==> config.mk <==
export PLATFORM = sky130hd
export DESIGN_NAME = display_arbiter
export DESIGN_NICKNAME = d
export VERILOG_FILES = /design/src/rtl/display_arbiter.sv
export SDC_FILE = /design/constraint.sdc
export NUM_CORES = 1
export LEC_CHECK = 0
export CORE_UTILIZATION = 52
export DETAILED_ROUTE_END_ITERATION = 7
export GPL_ROUTABILITY_DRIVEN = 0
export GPL_TIMING_DRIVEN = 0
export PLACE_DENSITY = 0.95
export SYNTH_ARGS = -nofsm -noshare
export SYNTH_HDL_FRONTEND = slang
export SYNTH_SLANG_ARGS = --single-unit
export TNS_END_PERCENT = 100
==> constraint.sdc <==
create_clock -name clk -period 4.5 [get_ports clk]
set_input_delay 0.9 -clock clk [delete_from_list [all_inputs] [get_ports clk]]
set_output_delay 0.9 -clock clk [all_outputs]
set_load 0.02 [all_outputs]
==> src/rtl/display_arbiter.sv <==
// Display owner: shows the base view, or a captured A/B message for a fixed number of ms ticks.
// The message can optionally blink. Requester B has priority over A, and every output is registered.
module display_arbiter #(
  parameter int unsigned TICK_DIV = 50000,
  parameter int unsigned BLINK_MS = 250,
  parameter int unsigned DUR_W    = 12
) (
  input  logic             clk,
  input  logic             reset_n,
  input  logic [39:0]      base_digits,
  input  logic [7:0]       base_dots,
  input  logic             req_a,
  input  logic [39:0]      a_digits,
  input  logic [7:0]       a_dots,
  input  logic [DUR_W-1:0] a_dur,
  input  logic             a_blink,
  output logic             ack_a,
  output logic             done_a,
  input  logic             req_b,
  input  logic [39:0]      b_digits,
  input  logic [7:0]       b_dots,
  input  logic [DUR_W-1:0] b_dur,
  input  logic             b_blink,
  output logic             ack_b,
  output logic             done_b,
  input  logic             cancel,
  output logic [39:0]      disp_digits,
  output logic [7:0]       disp_dots,
  output logic [1:0]       disp_src,
  output logic             busy
);

  localparam int unsigned PW = (TICK_DIV > 1) ? $clog2(TICK_DIV) : 1;
  localparam int unsigned BW = (BLINK_MS > 1) ? $clog2(BLINK_MS) : 1;
  localparam logic [1:0] SRC_BASE = 2'd0;
  localparam logic [1:0] SRC_A    = 2'd1;
  localparam logic [1:0] SRC_B    = 2'd2;

  typedef enum logic {IDLE, SHOW} state_e;

  state_e           state_q, state_d;
  logic [PW-1:0]    presc_q, presc_d;
  logic [DUR_W-1:0] tick_q, tick_d;
  logic [DUR_W-1:0] dur_q, dur_d;
  logic             blink_q, blink_d;
  logic [BW-1:0]    bcnt_q, bcnt_d;
  logic             blank_q, blank_d;
  logic [39:0]      msg_dig_q, msg_dig_d;
  logic [7:0]       msg_dots_q, msg_dots_d;
  logic [39:0]      dig_q, dig_d;
  logic [7:0]       dots_q, dots_d;
  logic [1:0]       src_q, src_d;
  logic             busy_q, busy_d;
  logic             ack_a_q, ack_a_d, ack_b_q, ack_b_d;
  logic             done_a_q, done_a_d, done_b_q, done_b_d;

  logic tick_w, timeout_w, exit_w, grant_a_w, grant_b_w;

  always_ff @(posedge clk or negedge reset_n) begin
    if (!reset_n) begin
      state_q    <= IDLE;
      presc_q    <= '0;
      tick_q     <= '0;
      dur_q      <= '0;
      blink_q    <= 1'b0;
      bcnt_q     <= '0;
      blank_q    <= 1'b0;
      msg_dig_q  <= '1;
      msg_dots_q <= '0;
      dig_q      <= '1;
      dots_q     <= '0;
      src_q      <= SRC_BASE;
      busy_q     <= 1'b0;
      ack_a_q    <= 1'b0;
      ack_b_q    <= 1'b0;
      done_a_q   <= 1'b0;
      done_b_q   <= 1'b0;
    end else begin
      state_q    <= state_d;
      presc_q    <= presc_d;
      tick_q     <= tick_d;
      dur_q      <= dur_d;
      blink_q    <= blink_d;
      bcnt_q     <= bcnt_d;
      blank_q    <= blank_d;
      msg_dig_q  <= msg_dig_d;
      msg_dots_q <= msg_dots_d;
      dig_q      <= dig_d;
      dots_q     <= dots_d;
      src_q      <= src_d;
      busy_q     <= busy_d;
      ack_a_q    <= ack_a_d;
      ack_b_q    <= ack_b_d;
      done_a_q   <= done_a_d;
      done_b_q   <= done_b_d;
    end
  end

  // Timeout fires on the edge that completes tick number dur.
  always_comb begin
    tick_w    = (presc_q == PW'(TICK_DIV - 1));
    timeout_w = tick_w && ((tick_q + 1'b1) == dur_q);
    exit_w    = (state_q == SHOW) && (cancel || timeout_w);
    grant_b_w = (state_q == IDLE) && req_b;
    grant_a_w = (state_q == IDLE) && req_a && !req_b;
    state_d   = state_q;
    if (grant_a_w || grant_b_w) state_d = SHOW;
    else if (exit_w)            state_d = IDLE;
  end

  always_comb begin
    presc_d    = presc_q;
    tick_d     = tick_q;
    dur_d      = dur_q;
    blink_d    = blink_q;
    bcnt_d     = bcnt_q;
    blank_d    = blank_q;
    msg_dig_d  = msg_dig_q;
    msg_dots_d = msg_dots_q;
    dig_d      = dig_q;
    dots_d     = dots_q;
    src_d      = src_q;
    busy_d     = busy_q;
    ack_a_d    = 1'b0;
    ack_b_d    = 1'b0;
    done_a_d   = 1'b0;
    done_b_d   = 1'b0;
    if (state_q == IDLE) begin
      dig_d  = base_digits;
      dots_d = base_dots;
      src_d  = SRC_BASE;
      busy_d = 1'b0;
      if (grant_a_w || grant_b_w) begin
        msg_dig_d  = grant_b_w ? b_digits : a_digits;
        msg_dots_d = grant_b_w ? b_dots : a_dots;
        dur_d      = grant_b_w ? b_dur : a_dur;
        if (dur_d == '0) dur_d = DUR_W'(1);
        blink_d    = grant_b_w ? b_blink : a_blink;
        presc_d    = '0;
        tick_d     = '0;
        bcnt_d     = '0;
        blank_d    = 1'b0;
        dig_d      = msg_dig_d;
        dots_d     = msg_dots_d;
        src_d      = grant_b_w ? SRC_B : SRC_A;
        busy_d     = 1'b1;
        ack_a_d    = grant_a_w;
        ack_b_d    = grant_b_w;
      end
    end else if (exit_w) begin
      dig_d    = base_digits;
      dots_d   = base_dots;
      src_d    = SRC_BASE;
      busy_d   = 1'b0;
      done_a_d = (src_q == SRC_A);
      done_b_d = (src_q == SRC_B);
    end else begin
      presc_d = tick_w ? '0 : presc_q + 1'b1;
      if (tick_w) begin
        tick_d = tick_q + 1'b1;
        if (blink_q) begin
          if (bcnt_q == BW'(BLINK_MS - 1)) begin
            bcnt_d  = '0;
            blank_d = !blank_q;
          end else begin
            bcnt_d = bcnt_q + 1'b1;
          end
        end
      end
      dig_d  = blank_d ? '1 : msg_dig_q;
      dots_d = blank_d ? '0 : msg_dots_q;
    end
  end

  assign ack_a       = ack_a_q;
  assign ack_b       = ack_b_q;
  assign done_a      = done_a_q;
  assign done_b      = done_b_q;
  assign disp_digits = dig_q;
  assign disp_dots   = dots_q;
  assign disp_src    = src_q;
  assign busy        = busy_q;

endmodule

==> out/qor.txt <==
cts hold-fix bufs -> 0
Setup TNS -> 0 ns
Final setup viols -> 0
layout cells sized above 1 -> 13.60%
initial core utilization -> 53.67%
fin worst setup slack -> 0.9820 ns
Reg2Reg Launch Point -> presc_q[0]$_DFFE_PN0P_
Post-synth EDFFs -> 0
Final Cell Area -> 11,420 sq um
# IOs -> 230
Floorplan Core Area -> 15,310 sq um
Setup crit start -> req_a
DR DRC count -> 0
Yosys cell types -> 59
area post-placement -> 10,800 sq um
Port-buffer cells -> 229
Max-Cap Viols -> 0
Die Y-Extent -> 127.7 um
Inserted Clock Buffers -> 17
Cells after DPL -> 1,304
CTS root buffer -> clkbuf_16
clock-pin slew on the worst setup and hold paths -> 0.06 ns
warnings from Yosys -> 0
syn avg cell area -> 9.524 sq um
Slew HR -> 28.79%
synth cell count leaders -> 207 x nand2_1, 93 x o21ai_0, 80 x dfstp_2
Tcrit/Tclk final -> 78.18%
Total Die Area -> 16,310 sq um
HPWL Detailed -> 18,960 um
global-route wire length before repair -> 42,840 um
total gr overflow -> 0
RSZ-0062 raised after global routing -> false
Worst setup endpoint -> dur_q[1]$_DFFE_PN0P_
Final Hold Slack -> 0.4273 ns
Worst EP arrival -> 3.81 ns
CP Capture Type -> register
HP Class -> in -> async
Final min period -> 3.518 ns
status -> complete, no violations
Startpoint Class -> input port
Synth Cell Area -> 8219 sq um
total power -> 4.714 mW
initial antenna violation count -> 0
Clock Sinks -> 154
P_leak -> 4.740 nW
reg2reg path depth -> 9
pwr dens -> 412.8 nW/um^2
final hold violations -> 0
CTS max path bufs -> 2
setup bufs post-CTS -> 0
Synth-to-Final Area Change -> 38.93%
Rows -> 45
routed length per instance -> 20.46 um
drt first pass iters -> 6
Post-CTS Resized -> 0
crit path kind -> in -> reg
# diodes -> 0
CTS tree -> yes
Nets -> 1,292
Area contributors post-synth -> dfstp_2 26%, dfrtp_1 23%, nand2_1 9.5%
clk_lat worst skew -> 0.44 ns
area share of the largest cell type after synthesis -> 25.57%
f_max -> 0.2843 GHz
Synth Register Bits -> 154
FF-to-FF End -> disp_digits[16]$_DFF_PN1_
final core utilization -> 74.56%
Final Max Tran Viols -> 0
Synth Flop Type -> dfstp_2
vias in the first global route -> 8,275
Synth area leader -> dfstp_2
asr flop ratio synth -> 100.0%
Worst-Margin Slew -> 1.059 ns
Max IR drop VDD -> 0.3160 mV
final WL -> 27,330 um
Syn Nets -> 1,043
via count -> 8,259
count leader, synth -> nand2_1
drt first-iter violations -> 917
largest net degree at the start of global routing -> 93
r2r setup slk -> 1.19 ns
sequential area share after synthesis -> 48.10%
Post-Syn Instances -> 863
Crit Path Max Fanout -> 10
clk_skew -> 0.009342 ns
Final ANT Viol Nets -> 0
via/cell ratio -> 6.182
H-tree levels -> 4
global-route usage over all layers -> 34.32%
Critical Path RT -> 4.79 ns
DP Worst Slack -> 0.6508 ns
width of the die -> 127.7 um
Finished Layout Cells -> 1,336
[registers in the layout, indices dropped and copies added (netlist names), 2 cells and up]
signal / count
disp_dots: 8
disp_digits: 40
msg_dig_q: 40
bcnt_q: 8
msg_dots_q: 8
dur_q: 12
presc_q: 16
tick_q: 12
disp_src: 2
[worst min path at each step]
stage,depth (start not counted),endpoint,slack [ns],start
detailed placement,1,done_b$_DFF_PN0_,0.48,disp_src[0]$_DFFE_PN0P_
global placement,2,busy$_DFFE_PN0P_,0.46,busy$_DFFE_PN0P_
CTS,1,dur_q[6]$_DFFE_PN0P_,0.46,reset_n
finish,1,dur_q[6]$_DFFE_PN0P_,0.43,reset_n
global route,1,dur_q[5]$_DFFE_PN0P_,0.47,reset_n
floorplan,1,presc_q[8]$_DFFE_PN0P_,0.47,presc_q[8]$_DFFE_PN0P_
[worst max-delay path: stages]
cell and delay [ns]:
clkdlybuf4s50_1 0.52, nor3b_1 0.83, clkbuf_1 0.46, buf_1 0.68
mux2i_1 0.29, o21ai_0 0.12
[layout make-up]
class | instances | area [sq um]
buffer | 55 | 271.5
clock buffer | 25 | 538.0
clock inverter | 7 | 76.32
fill | 967 | 3896
inverter | 6 | 22.52
multi-input combinational | 648 | 3971
sequential | 154 | 3954
tap | 211 | 264.0
timing repair buffer | 230 | 2321
[metal layers]
layer / track usage, % / vias to the layer above / routed length (um)
met1: 41.02 / 3973 / 10070
met5: 0 / - / 0
met2: 57.42 / 562 / 13350
met4: 17.72 / 0 / 1397
met3: 8.681 / 116 / 2517
li1: - / 3608 / -
[where the power goes]
part / total, mW / internal [mW] / switching, mW
sequential: 1.95 / 1.75 / 0.197
combinational: 1.27 / 0.618 / 0.652
clock: 1.49 / 0.890 / 0.604
total: 4.71 / 3.26 / 1.45
[cell families after synthesis]
| kind of cell | share of synthesized area (%) |
|---|---|
| buffers and inverters | 3.577 |
| multiplexers | 7.688 |
| XOR/XNOR | 1.385 |
| flip-flops | 48.10 |
| AND/OR/NAND/NOR | 22.48 |
| AO/OA/AOI/OAI | 16.00 |
| adder cells (fa/ha/maj) | 0.7612 |
[cells in the final DEF (no fill, tap or decap), drive strengths merged, types with 10 or more instances in the layout]
| cell | count |
|---|---|
| clkdlybuf4s50 | 228 |
| nand2 | 209 |
| o21ai | 94 |
| dfstp | 80 |
| dfrtp | 74 |
| mux2i | 62 |
| clkbuf | 54 |
| a221o | 53 |
| buf | 28 |
| nand3 | 25 |
| nor2 | 24 |
| nand2b | 21 |
| or2b | 20 |
| nor4 | 15 |
| and3 | 13 |
| o211ai | 13 |
| xnor2 | 10 |
| or4 | 10 |
No activity file was read; power rests on OpenSTA's default activity.
